<file path="config.mk">
export PLATFORM = sky130hd
export DESIGN_NAME = rx_phase_sampler
export DESIGN_NICKNAME = d
export VERILOG_FILES = /design/src/rtl/rx_phase_sampler_pkg.sv /design/src/rtl/rx_phase_sampler_phase_argmax.sv /design/src/rtl/rx_phase_sampler.sv
export SDC_FILE = /design/constraint.sdc
export NUM_CORES = 1
export LEC_CHECK = 0
export ABC_AREA = 1
export ABC_CLOCK_PERIOD_IN_PS = 5700
export CAP_MARGIN = 5
export CORE_MARGIN = 10
export CORE_UTILIZATION = 50
export DETAILED_ROUTE_END_ITERATION = 6
export MAX_ROUTING_LAYER = met4
export PLACE_DENSITY_LB_ADDON = 0.15
export SYNTH_ARGS = -nofsm -noshare
export SYNTH_HDL_FRONTEND = slang
export SYNTH_SLANG_ARGS = --single-unit
</file>
<file path="constraint.sdc">
create_clock -name clock -period 5.7 [get_ports clock]
set_clock_uncertainty 0.05 [all_clocks]
set_input_delay 0.57 -clock clock [delete_from_list [all_inputs] [get_ports clock]]
set_output_delay 0.57 -clock clock [all_outputs]
set_load 0.005 [all_outputs]
</file>
<file path="src/rtl/rx_phase_sampler_pkg.sv">
// rtl/rx_phase_sampler_pkg.sv - shared defaults, state encoding and width helper for rx_phase_sampler
// Purpose: default parameter values, ACQ/LOCK state type and accumulator width helper.
// Ports: none (package).
package rx_phase_sampler_pkg;

   localparam int NB_DATA_DEF  = 8;
   localparam int OS_DEF       = 4;
   localparam int LOG2_WIN_DEF = 7;
   localparam int LOCK_CNT_DEF = 3;

   // Phase index width; o_phase is a fixed 2-bit port.
   localparam int PH_W = 2;

   typedef enum logic {
      ST_ACQ  = 1'b0,
      ST_LOCK = 1'b1
   } state_t;

   // Magnitude is NB_DATA-1 bits; 2^LOG2_WIN additions of it cannot overflow this width.
   function automatic int nb_acc(input int nb_data, input int log2_win);
      return nb_data - 1 + log2_win;
   endfunction

endpackage

</file>
<file path="src/rtl/rx_phase_sampler_phase_argmax.sv">
// rtl/rx_phase_sampler_phase_argmax.sv - combinational argmax over the per-phase energy accumulators
// Purpose: returns the index of the largest accumulator; ties resolve to the lowest index.
// Ports:
//   acc_i  in   OS x NB_ACC  packed accumulator values, index 0 in the low slice
//   idx_o  out  PH_W         winning phase index
module rx_phase_sampler_phase_argmax
   import rx_phase_sampler_pkg::*;
#(
   parameter int OS     = OS_DEF,
   parameter int NB_ACC = nb_acc(NB_DATA_DEF, LOG2_WIN_DEF)
) (
   input  logic [OS-1:0][NB_ACC-1:0] acc_i,
   output logic [PH_W-1:0]           idx_o
);

   logic [NB_ACC-1:0] best;

   // Strict greater-than keeps the earlier (lower) index on equal values.
   always_comb begin
      best  = acc_i[0];
      idx_o = '0;
      for (int p = 1; p < OS; p++) begin
         if (acc_i[p] > best) begin
            best  = acc_i[p];
            idx_o = PH_W'(p);
         end
      end
   end

endmodule

</file>
<file path="src/rtl/rx_phase_sampler.sv">
// rtl/rx_phase_sampler.sv - max-energy sampling phase selection and 1-bit-per-symbol decimation
// Purpose: accumulates |x| per oversampling phase over 2^LOG2_WIN symbols, selects the strongest
//   phase at each window end, tracks ACQ/LOCK and emits the sign of the sample at the chosen phase.
// Optional feature macro: RX_PHASE_SAMPLER_MANUAL_EN (adds i_auto / i_phase_manual override).
// Ports:
//   clock           in   1        system clock
//   i_reset         in   1        synchronous active-high reset
//   i_data          in   NB_DATA  signed sample, one per clock
//   i_valid         in   1        symbol strobe, marks phase 0
//   i_enable        in   1        0 freezes all state and suppresses output
//   i_auto          in   1        (macro only) 0 = manual phase
//   i_phase_manual  in   2        (macro only) phase used when i_auto=0
//   o_bit           out  1        hard decision, 1 = negative sample
//   o_valid         out  1        one strobe per symbol qualifying o_bit
//   o_phase         out  2        selected phase
//   o_locked        out  1        phase stable for LOCK_CNT windows
module rx_phase_sampler
   import rx_phase_sampler_pkg::*;
#(
   parameter int NB_DATA  = NB_DATA_DEF,
   parameter int OS       = OS_DEF,
   parameter int LOG2_WIN = LOG2_WIN_DEF,
   parameter int LOCK_CNT = LOCK_CNT_DEF
) (
   input  logic               clock,
   input  logic               i_reset,
   input  logic [NB_DATA-1:0] i_data,
   input  logic               i_valid,
   input  logic               i_enable,
`ifdef RX_PHASE_SAMPLER_MANUAL_EN
   input  logic               i_auto,
   input  logic [1:0]         i_phase_manual,
`endif
   output logic               o_bit,
   output logic               o_valid,
   output logic [1:0]         o_phase,
   output logic               o_locked
);

   localparam int NB_ACC = nb_acc(NB_DATA, LOG2_WIN);
   localparam int WC_W   = LOG2_WIN + 1;
   localparam int SC_W   = $clog2(LOCK_CNT + 1);
   localparam logic [WC_W-1:0] WIN_LEN = {1'b1, {LOG2_WIN{1'b0}}};

   logic [PH_W-1:0]              phase_q;
   logic [WC_W-1:0]              win_cnt_q;
   logic [OS-1:0][NB_ACC-1:0]    acc_q;
   logic [SC_W-1:0]              stable_cnt_q;
   state_t                       state_q;
   logic                         o_bit_q;
   logic                         o_valid_q;
   logic [PH_W-1:0]              o_phase_q;

   logic [PH_W-1:0]              phase_d;
   logic [NB_DATA-1:0]           abs_full;
   logic [NB_DATA-2:0]           mag;
   logic [PH_W-1:0]              winner;
   logic                         win_end;

   // Phase of the sample on the input this cycle; also the next counter value.
   always_comb begin
      if (i_valid || (phase_q == PH_W'(OS - 1))) phase_d = '0;
      else                                       phase_d = phase_q + 1'b1;
   end

   // Only the most negative input leaves the MSB set after negation; clamp it to max positive.
   always_comb begin
      abs_full = i_data[NB_DATA-1] ? (~i_data + 1'b1) : i_data;
      mag      = abs_full[NB_DATA-1] ? {(NB_DATA-1){1'b1}} : abs_full[NB_DATA-2:0];
   end

   // Window closes on the first phase-0 sample after 2^LOG2_WIN counted symbols.
   assign win_end = i_enable && (phase_d == '0) && (win_cnt_q == WIN_LEN);

   rx_phase_sampler_phase_argmax #(
      .OS     (OS),
      .NB_ACC (NB_ACC)
   ) u_argmax (
      .acc_i (acc_q),
      .idx_o (winner)
   );

   always_ff @(posedge clock) begin
      if (i_reset) begin
         phase_q      <= '0;
         win_cnt_q    <= '0;
         acc_q        <= '0;
         stable_cnt_q <= '0;
         state_q      <= ST_ACQ;
         o_bit_q      <= 1'b0;
         o_valid_q    <= 1'b0;
         o_phase_q    <= '0;
      end else begin
         if (i_enable) begin
            phase_q <= phase_d;
            // On window end the cleared accumulator still takes this cycle's sample.
            for (int p = 0; p < OS; p++) begin
               acc_q[p] <= (win_end ? '0 : acc_q[p])
                         + ((phase_d == PH_W'(p)) ? NB_ACC'(mag) : '0);
            end
            if (phase_d == '0) win_cnt_q <= win_end ? WC_W'(1) : win_cnt_q + 1'b1;
            o_valid_q <= (phase_d == o_phase_q);
            if (phase_d == o_phase_q) o_bit_q <= i_data[NB_DATA-1];
            if (win_end) begin
               o_phase_q <= winner;
               case (state_q)
                  ST_ACQ: begin
                     if (winner == o_phase_q) begin
                        if (stable_cnt_q == SC_W'(LOCK_CNT - 1)) begin
                           state_q      <= ST_LOCK;
                           stable_cnt_q <= '0;
                        end else begin
                           stable_cnt_q <= stable_cnt_q + 1'b1;
                        end
                     end else begin
                        stable_cnt_q <= '0;
                     end
                  end
                  ST_LOCK: begin
                     if (winner != o_phase_q) begin
                        state_q      <= ST_ACQ;
                        stable_cnt_q <= '0;
                     end
                  end
                  default: state_q <= ST_ACQ;
               endcase
            end
         end else begin
            o_valid_q <= 1'b0;
         end
`ifdef RX_PHASE_SAMPLER_MANUAL_EN
         // Manual phase overrides the winner every clock; energy tracking keeps running.
         if (!i_auto) o_phase_q <= i_phase_manual;
`endif
      end
   end

   assign o_bit   = o_bit_q;
   assign o_valid = o_valid_q;
   assign o_phase = o_phase_q;
`ifdef RX_PHASE_SAMPLER_MANUAL_EN
   assign o_locked = (state_q == ST_LOCK) && i_auto;
`else
   assign o_locked = (state_q == ST_LOCK);
`endif

endmodule

</file>
Word level (Yosys, flattened, before mapping)
Index checks and enable logic that the tools add are counted.
{"block": "totals", "ff_bits": 73, "latchBits": 0, "mem_bits_rw": 0, "rom_bits": 0, "inputBits": 12, "output_inout_bits": 5, "elab_cells": 69, "n_memories": 0}
{"block": "classes", "n_addsub": 8, "multipliers": 0, "div_mod_pow": 0, "magnitude_cmp": 3, "eq_ne": 10, "n_shift": 0, "n_mux": 25, "bitwise_logic": 3, "reduce_logical": 9}
{"operator": "$mux 14", "count": 6}
{"operator": "$add 14x7->14", "count": 4}
{"operator": "$gt 14x14->1", "count": 3}
{"operator": "$mux 7", "count": 5}
{"operator": "$add 8x1->8 const B", "count": 2}
{"operator": "$mux 8", "count": 2}
{"operator": "$mux 2", "count": 6}
{"operator": "$eq 2x2->1 const B", "count": 4}
{"operator": "$eq 8x8->1 const B", "count": 1}
{"operator": "$not 8->8", "count": 1}
{"operator": "$reduce_and 2->1", "count": 3}
{"operator": "$add 2x1->2 const B", "count": 2}
{"operator": "$eq 2x2->1", "count": 2}
{"operator": "$mux 1", "count": 4}
{"operator": "$pmux 2 s2", "count": 1}
{"operator": "$reduce_and 3->1", "count": 1}
{"operator": "$eq 2x1->1 const B", "count": 1}
{"operator": "$logic_and 1x1->1", "count": 2}
{"operator": "$logic_not 2->1", "count": 1}
{"operator": "$ne 2x1->1 const B", "count": 1}
{"operator": "$ne 2x2->1", "count": 1}
{"operator": "$not 1->1", "count": 2}
{"operator": "$pmux 1 s2", "count": 1}
{"operator": "$reduce_or 2->1", "count": 1}
{"operator": "$logic_or 1x1->1", "count": 1}

Logic depth before layout (Yosys ltp)
Gate-level depths: netlist of the first run.
{"block": "depth", "word_depth": 9, "ltp_mapped": 42, "mapped_depth_nobuf": 39}

Hierarchy
Synthesis of the first run repeated with hierarchy kept, for this count alone.
{"block": "hier_totals", "hier_cells": 1055, "hier_area_um2": 6621.4}
{"mod": "rx_phase_sampler", "n_inst": 1, "cells_per_inst": 789, "area_per_inst_um2": 5051.1, "seq_area_each_um2": 1461.4}
{"mod": "rx_phase_sampler_phase_argmax", "n_inst": 1, "cells_per_inst": 266, "area_per_inst_um2": 1570.3, "seq_area_each_um2": 0.0}

Worst setup path before layout of the first run
OpenSTA, ideal clock, no wires.
{"block": "synth_timing", "path_kind": "flip-flop to flip-flop", "start": "register acc_q[11] in the netlist's numbering", "end": "register stable_cnt_q[0]", "setup_time_ns": 0.064, "arrival_ns": 4.360, "t_required_ns": 5.586, "slack_ns": 1.227, "path_stages_with_launch": 37, "n_path_buf": 3, "synth_period_minus_slack_ns": 4.473, "path_cell_list": "dfxtp_1 -> inv_1 -> ha_1 -> nand2_1 -> nor2_1 -> nand2_1 -> inv_1 -> nand2_1 -> a21oi_1 -> clkbuf_1 -> o21ai_0 -> ha_1 -> nand2_1 -> nor2_1 -> nand2_1 -> nor2_1 -> nor2_1 -> nand2_1 -> nand2_1 -> clkbuf_1 -> clkbuf_1 -> o21ai_0 -> ha_1 -> nand2_1 -> nor2_1 -> nand2_1 -> nand3_1 -> nand2_1 -> nand2_1 -> nand2_1 -> nand2_1 -> nand2_1 -> nand2_1 -> nand3_1 -> o21ai_0 -> nor2_1 -> nor2_1"}
{"block": "synth_via", "elab_chain_cells": 9, "elab_cells_between_ends": 14, "cone_classes": "order compare (3); eq/ne (3); mux (7); reduce/logical (1)"}
{"element": "start, declared", "line_no": "rx_phase_sampler.sv:47", "source": "logic [OS-1:0][NB_ACC-1:0] acc_q;"}
{"element": "start signal, assigned by index", "line_no": "rx_phase_sampler.sv:98", "source": "acc_q[p] <= (win_end ? '0 : acc_q[p])"}
{"element": "$gt 14x14->1", "line_no": "rx_phase_sampler_phase_argmax.sv:23", "source": "if (acc_i[p] > best) begin"}
{"element": "$mux 14", "line_no": "rx_phase_sampler_phase_argmax.sv:23"}
{"element": "$gt 14x14->1", "line_no": "rx_phase_sampler_phase_argmax.sv:23"}
{"element": "$mux 14", "line_no": "rx_phase_sampler_phase_argmax.sv:23"}
{"element": "$gt 14x14->1", "line_no": "rx_phase_sampler_phase_argmax.sv:23"}
{"element": "$mux 2 *", "line_no": "rx_phase_sampler_phase_argmax.sv:23"}
{"element": "$eq 2x2->1 / $ne 2x2->1 (equally long branches)", "line_no": "rx_phase_sampler.sv:108, rx_phase_sampler.sv:120"}
{"element": "$mux 2 / $ne 2x1->1 (equally long branches)"}
{"element": "$pmux 2 s2 / $reduce_and 3->1 (equally long branches)"}
{"element": "end signal, assigned", "line_no": "rx_phase_sampler.sv:113", "source": "stable_cnt_q <= stable_cnt_q + 1'b1;"}
{"element": "end, declared", "line_no": "rx_phase_sampler.sv:48", "source": "logic [SC_W-1:0] stable_cnt_q;"}
Every way passes the cells marked *; elsewhere a longest branch is shown, timed or not.
A chain may end at the register's enable or synchronous reset.

Final worst setup path of the first run
Same ends and word-level chain as after synthesis.

==> results of run 1 <==
-- final cells by class --
class	count	area [um^2]	area share (%)
timing repair buffer	23	216.5	3.225
clock buffer	10	239.0	3.561
multi-input combinational	688	3924	58.46
sequential	73	1461	21.77
inverter	161	606.8	9.042
clock inverter	5	80.08	1.193
tap	147	183.9	2.740
-- cells by family (layout without fill, tap and decap cells) --
group,Yosys count,after routing,synth area share [%]
flip-flops,73,73,23.98
AND/OR/NAND/NOR,397,397,28.13
adder cells (fa/ha/maj),78,78,16.51
buffers and inverters,188,199,11.85
AO/OA/AOI/OAI,189,189,16.10
XOR/XNOR,24,24,3.449
-- path summary, 6_finish.rpt --
kind	from	endpoint	slack, ns	cells after the start
max	acc_q[11]	stable_cnt_q[0]	0.82	38
min	o_bit	o_bit	0.43	2
max reg2reg	acc_q[11]	stable_cnt_q[0]	0.82	38
min reg2reg	o_bit	o_bit	0.43	2
-- what timing repair did --
item,4_1_cts,5_1_grt
gates resized for setup,0,4
endpoints found under the setup margin,0,3
endpoints found under the hold margin,0,0
-- placed cells by master (no fill, tap or decap), types with 2 or more instances in the layout --
cell / instances
xor2_1: 17
o21bai_1: 4
nand4_1: 14
bufinv_16: 2
nor3_1: 19
nor3_2: 2
buf_4: 6
nand3b_1: 2
nor2_4: 2
inv_1: 159
clkbuf_16: 9
xnor2_1: 7
clkdlybuf4s50_1: 16
nor3b_1: 3
nand2_2: 3
nand2_4: 3
nand2_1: 173
nor2_1: 129
a31oi_1: 3
fa_1: 4
ha_1: 74
clkinvlp_4: 2
o21a_1: 3
nand3_1: 37
a211oi_1: 3
a21oi_1: 92
dfxtp_1: 73
nor4_1: 3
o21ai_0: 81
-- metal layers --
| metal | vias to the layer above | part of all wire [%] |
|---|---|---|
| met2 | 115 | 44 |
| met1 | 2538 | 50 |
| met4 | 0 | 1.9 |
| met3 | 15 | 4.7 |
| li1 | 3083 | - |
| met5 | - | 0 |
-- through the flow --
step	hold WS (ns)	std cells	worst slack [ns]
after floorplan	0.4063	949	1.227
after global placement	0.4187	1092	0.6655
after detailed placement	0.4215	1092	0.5651
after CTS	0.4297	1107	0.5251
after global routing	0.4550	1107	0.04662
final	0.4283	1107	0.8168
-- worst max-delay path: cells and delay by family (launching register included) --
kind,cells,cell delay (ns)
buffers and inverters,6,0.61
and+or+nand+nor,25,2.24
DFF,1,0.39
AOI/OAI and AO/OA,4,0.59
adders and majority gates,3,0.94
-- power groups by stage --
stage	clock (W)	sequential (W)	combinational (W)
CTS	0.000627	0.000546	0.000613
global placement	0	0.000557	0.000603
floorplan	0	0.000553	0.000475
detailed placement	0	0.000557	0.000608
global route	0.000647	0.000549	0.000736
finish	0.000616	0.000546	0.000614
-- state kept, by name (all words and copies together), names as in the netlist --
name / flops
acc_q: 56
win_cnt_q: 8
o_phase: 2
phase_q: 2
stable_cnt_q: 2
o_bit: 1
o_locked: 1
o_valid: 1
==> reports/metrics.cfg, run 1 <==
[worst_setup_path]
crit_path_end_kind=flop
start_kind=flop
critPathSlowestCell=dfxtp_1
required_ns=5.93
crit_arrival_ns=5.12
critPathMaxStageDelay_ns=0.39
crit_fanout=18
critPathKind=flop to flop
crit_top_cell=nand2_1

[cts]
cts_root_buffer=clkbuf_16
cts_hold_buf=0
clkSinkCount=73
cts.clk_slew.worst_paths_ns=0.06
clk_latency_ns=0.34
clock_path_buffers=2
cts_tree=done
post_cts_buffers=0
cts_max_level=3
cts_buffers=9

[cells_and_area]
area_growth_syn_to_layout_pct=10.12
fin_util_pct=56.11
fin_area_um2=6711
nets=1046
fillers=1186
antennaDiodeCount=0
drive_above_1_share_pct=3.958

[drt]
vias=5751
drc=0
wl_mm=15.00
vias_per_cell=5.195
firstDrtPassIters=5
wl_per_cell_um=13.55
antenna_left=0
drt_iter0_drc=461

[logic_synthesis]
avgSynthCellArea_um2=6.422
synthArstFlopShare_pct=0
syn-cell-area_um2=6095
post-synth-top-count-cell=nand2_1
ys_seq_elements=73
synth_edf_count=0
synth.yosys.warnings=0
ys.flop_type=dfxtp_1
syn_inst=949
yosys-top-cells-area=dfxtp_1 24%, ha_1 15%, nand2_1 11%
synth_nets=1039
netlist_top_cells_count=174 x nand2_1, 159 x inv_1, 129 x nor2_1
post-synth-top-area-fraction_pct=23.98
yosysSeqAreaShare_pct=23.98
synthDistinctLibCells=39
yosys.area.top_type=dfxtp_1

[power]
p_sw_share_pct=35.39
p_leak_nw=3.284
power_frac_comb_pct=34.6
seqPwrFrac_pct=30.7
powerDensity_nw_per_um2=264.7
ir_worst_vdd_v=0.0001577
p_sw_w=0.0006287
power_w=0.001776
intPower_w=0.001148
pwr-share-clk_pct=34.7

[global_routing]
grt_max_degree=53
grt_pass1_vias=5395
grt_first_pass_wirelength_mm=25.31
antenna_found_initial=0
met1_usage_pct=23.83
grt.total_usage_pct=19.10
top_usage_layer=met2
overflow=0
use_met2_pct=30.33
grt_use_met3_pct=4.271

[place]
numPortBuffers=16
dp_hpwl_mm=11.27
gp_congestion=0.8711
dpl_cell_area_um2=6381

[run]
cap_viol_max_count=0

[floorplanning]
rows=40
dieArea_um2=17010
die_y_um=130.4
die_w_um=130.4
start_util_pct=50.95
ios=17
core-area_um2=11960

[outcome]
status=finished, final reports clean

[sta]
maxSlewViolCount=0
final.setup.tns_ns=0
max_freq_mhz=204.8
tightest_slew_ns=0.9596
hold_viol=0
fin_crit_ns=4.883
relSlewSlack_pct=35.64
min_period_over_period_pct=85.67
rsz0062_at_grt=false
setup_violations=0

[worst_hold_path]
min-delay-path-class=flop to flop

(Power assumes the default switching activity.)
==> inputs of run 2 (changes only) <==
SKIP_CTS_REPAIR_TIMING = 1   (was not set)
==> results of run 2 <==
The final DEF is identical to that of run 1; final timing and power are the same.
==> inputs of run 3 (changes only) <==
CORE_UTILIZATION = 30   (was 50)
SLEW_MARGIN = 5   (was not set)
==> run 3 against run 2 <==
Effect of this change: worst setup slack improved by 0.066 ns; combinational power rose by 2%; maximum frequency rose by 1.4%; first-iteration DRC count fell by 28%; hold slack got worse by 0.0063 ns; non-clock buffer count rose by 3; via count rose by 0.21%; critical endpoint is now stable_cnt_q[1]; register-to-register slack improved by 0.07 ns; routed wire length rose by 13%; cell count rose by 11%.
==> reports/metrics.cfg, run 3 (synthesis gave the netlist of run 1 again) <==
[drt]
drc=0  ; unchanged
wl_mm=16.97  ; +13%
met3_length_um=420  ; -41%
highest-signal-layer=met4
drt_iter0_drc=332  ; -28%
vias=5763  ; +0.21%
firstDrtPassIters=5  ; unchanged
wl_met1_mm=8.942  ; +20%
antenna_left=0  ; unchanged
vias_per_cell=4.670  ; -10%
wl_met2_mm=7.359  ; +12%
wl_per_cell_um=13.75  ; +1.5%

[cts]
cts_max_level=3  ; unchanged
cts_buffers=9  ; unchanged
clk_latency_ns=0.35  ; about the same
clock_path_buffers=2  ; unchanged
clkSinkCount=73  ; unchanged
cts_tree=done
cts.clk_slew.worst_paths_ns=0.06  ; about the same
cts_root_buffer=clkbuf_16

[cells_and_area]
layout_common_cells=174 x nand2_1, 159 x inv_1, 129 x nor2_1
drive_above_1_share_pct=4.149  ; +0.19 points
antennaDiodeCount=0  ; unchanged
layout_commonest_cell=nand2_1
top_regs=acc_q x56, win_cnt_q x8
fin_area_um2=6913  ; +3.0%
largest-register=acc_q
nets=1049  ; +0.29%
area_growth_syn_to_layout_pct=13.43
fillers=2149  ; +81%
largest_reg_flops=56  ; unchanged
fin_cells=1234  ; +11%

[power]
ir_worst_vdd_v=0.0001473  ; -6.6%
power_w=0.001869  ; +5.2%
powerDensity_nw_per_um2=270.4  ; +2.2%
p_leak_nw=3.318  ; +1.0%

[run]
cap_viol_max_count=0  ; unchanged

[worst_setup_path]
start_kind=flop
crit_fanout=17  ; -1
required_ns=5.93  ; about the same
critPathKind=flop to flop
critPathMaxStageDelay_ns=0.37  ; -0.02 ns
reg2reg_depth=38  ; unchanged
crit_path_end_kind=flop
crit_top_cell=nand2_1
crit_arrival_ns=5.05  ; -0.07 ns
critPathSlowestCell=dfxtp_1

[place]
numPortBuffers=16  ; unchanged
dp_slack_ns=0.8704  ; +0.3053 ns
dp_hpwl_mm=12.87  ; +14%
dp.cells=1218  ; +12%
gp_congestion=0.8057  ; -7.5%
dpl_cell_area_um2=6558  ; +2.8%

[sta]
relSlewSlack_pct=31.13  ; -4.5 points
final.setup.tns_ns=0  ; unchanged
rsz0062_at_grt=false
fin_crit_ns=4.817  ; -0.06597 ns
maxSlewViolCount=0  ; unchanged
min_period_over_period_pct=84.51  ; -1.2 points
setup_violations=0  ; unchanged
tightest_slew_ns=1.027  ; +0.06728 ns
hold_viol=0  ; unchanged
postLayoutSetupSlackWorst_ns=0.8828  ; +0.06598 ns
max_freq_mhz=207.6  ; +1.4%

[floorplanning]
start_util_pct=30.31  ; -21 points
ios=17  ; unchanged
core-area_um2=20100  ; +68%
rows=52  ; +30%
dieArea_um2=26420  ; +55%
die_w_um=162.5  ; +25%
die_y_um=162.5  ; +25%

[global_routing]
grt_first_pass_wirelength_mm=28.48  ; +13%
grt.total_usage_pct=13.77  ; -5.3 points
grt_pass1_vias=5499  ; +1.9%
grt_max_degree=36  ; -32%
overflow=0  ; unchanged
antenna_found_initial=0  ; unchanged

[worst_hold_path]
hold_depth=2  ; unchanged
min-delay-path-class=flop to flop

[outcome]
status=finished, final reports clean

## run 3: cell count changes in the layout (fill, tap and decap cells not counted), sizes merged
cell	previous run	this run
buf	7	10
clkbuf	10	12
clkinvlp	2	0
bufinv	2	3
## run 3: final timing paths
| kind | startpoint | slack (ns) | to |
|---|---|---|---|
| worst max-delay path | acc_q[11] | 0.88 | stable_cnt_q[1] |
| worst min-delay path | o_bit | 0.42 | o_bit |
| worst max register to register | acc_q[11] | 0.88 | stable_cnt_q[1] |
| worst min register to register | o_bit | 0.42 | o_bit |
## run 3: metrics by stage
stage	hold WS, ns	util (%)
after floorplan	0.4063	-
after global placement	0.4135	32.62
after detailed placement	0.4145	32.62
after CTS	0.4289	34.39
after global routing	0.4490	34.39
final	0.4220	34.39
## run 3: critical path: cells and delay by family, from the launching register on
kind | cells | cell delay [ns]
compound gates | 4 | 0.59
fa+ha+maj | 3 | 0.92
buf+inv | 6 | 0.73
flops | 1 | 0.37
simple gates | 25 | 2.12
## run 3: power by group
part / switching [W] / total (W) / leakage (nW) / internal [W]
clock network: 0.000245 / 0.000698 / 0.173 / 0.000453
registers: 0.0000149 / 0.000547 / 0.595 / 0.000532
logic: 0.000397 / 0.000624 / 2.55 / 0.000227
## run 3: layer usage
layer / GRT usage (%) / vias up
met4: 3.934 / 0
met3: 1.921 / 14
li1: - / 3089
met5: - / -
met1: 18.45 / 2581
met2: 21.16 / 79
## run 3: final cells by class
cell class	count	area (um^2)	share of cell area, %
tap	270	337.8	4.887
inverter	161	606.8	8.778
timing repair buffer	26	235.2	3.403
clock inverter	4	98.84	1.430
multi-input combinational	688	3916	56.65
clock buffer	12	256.5	3.710
sequential	73	1461	21.14
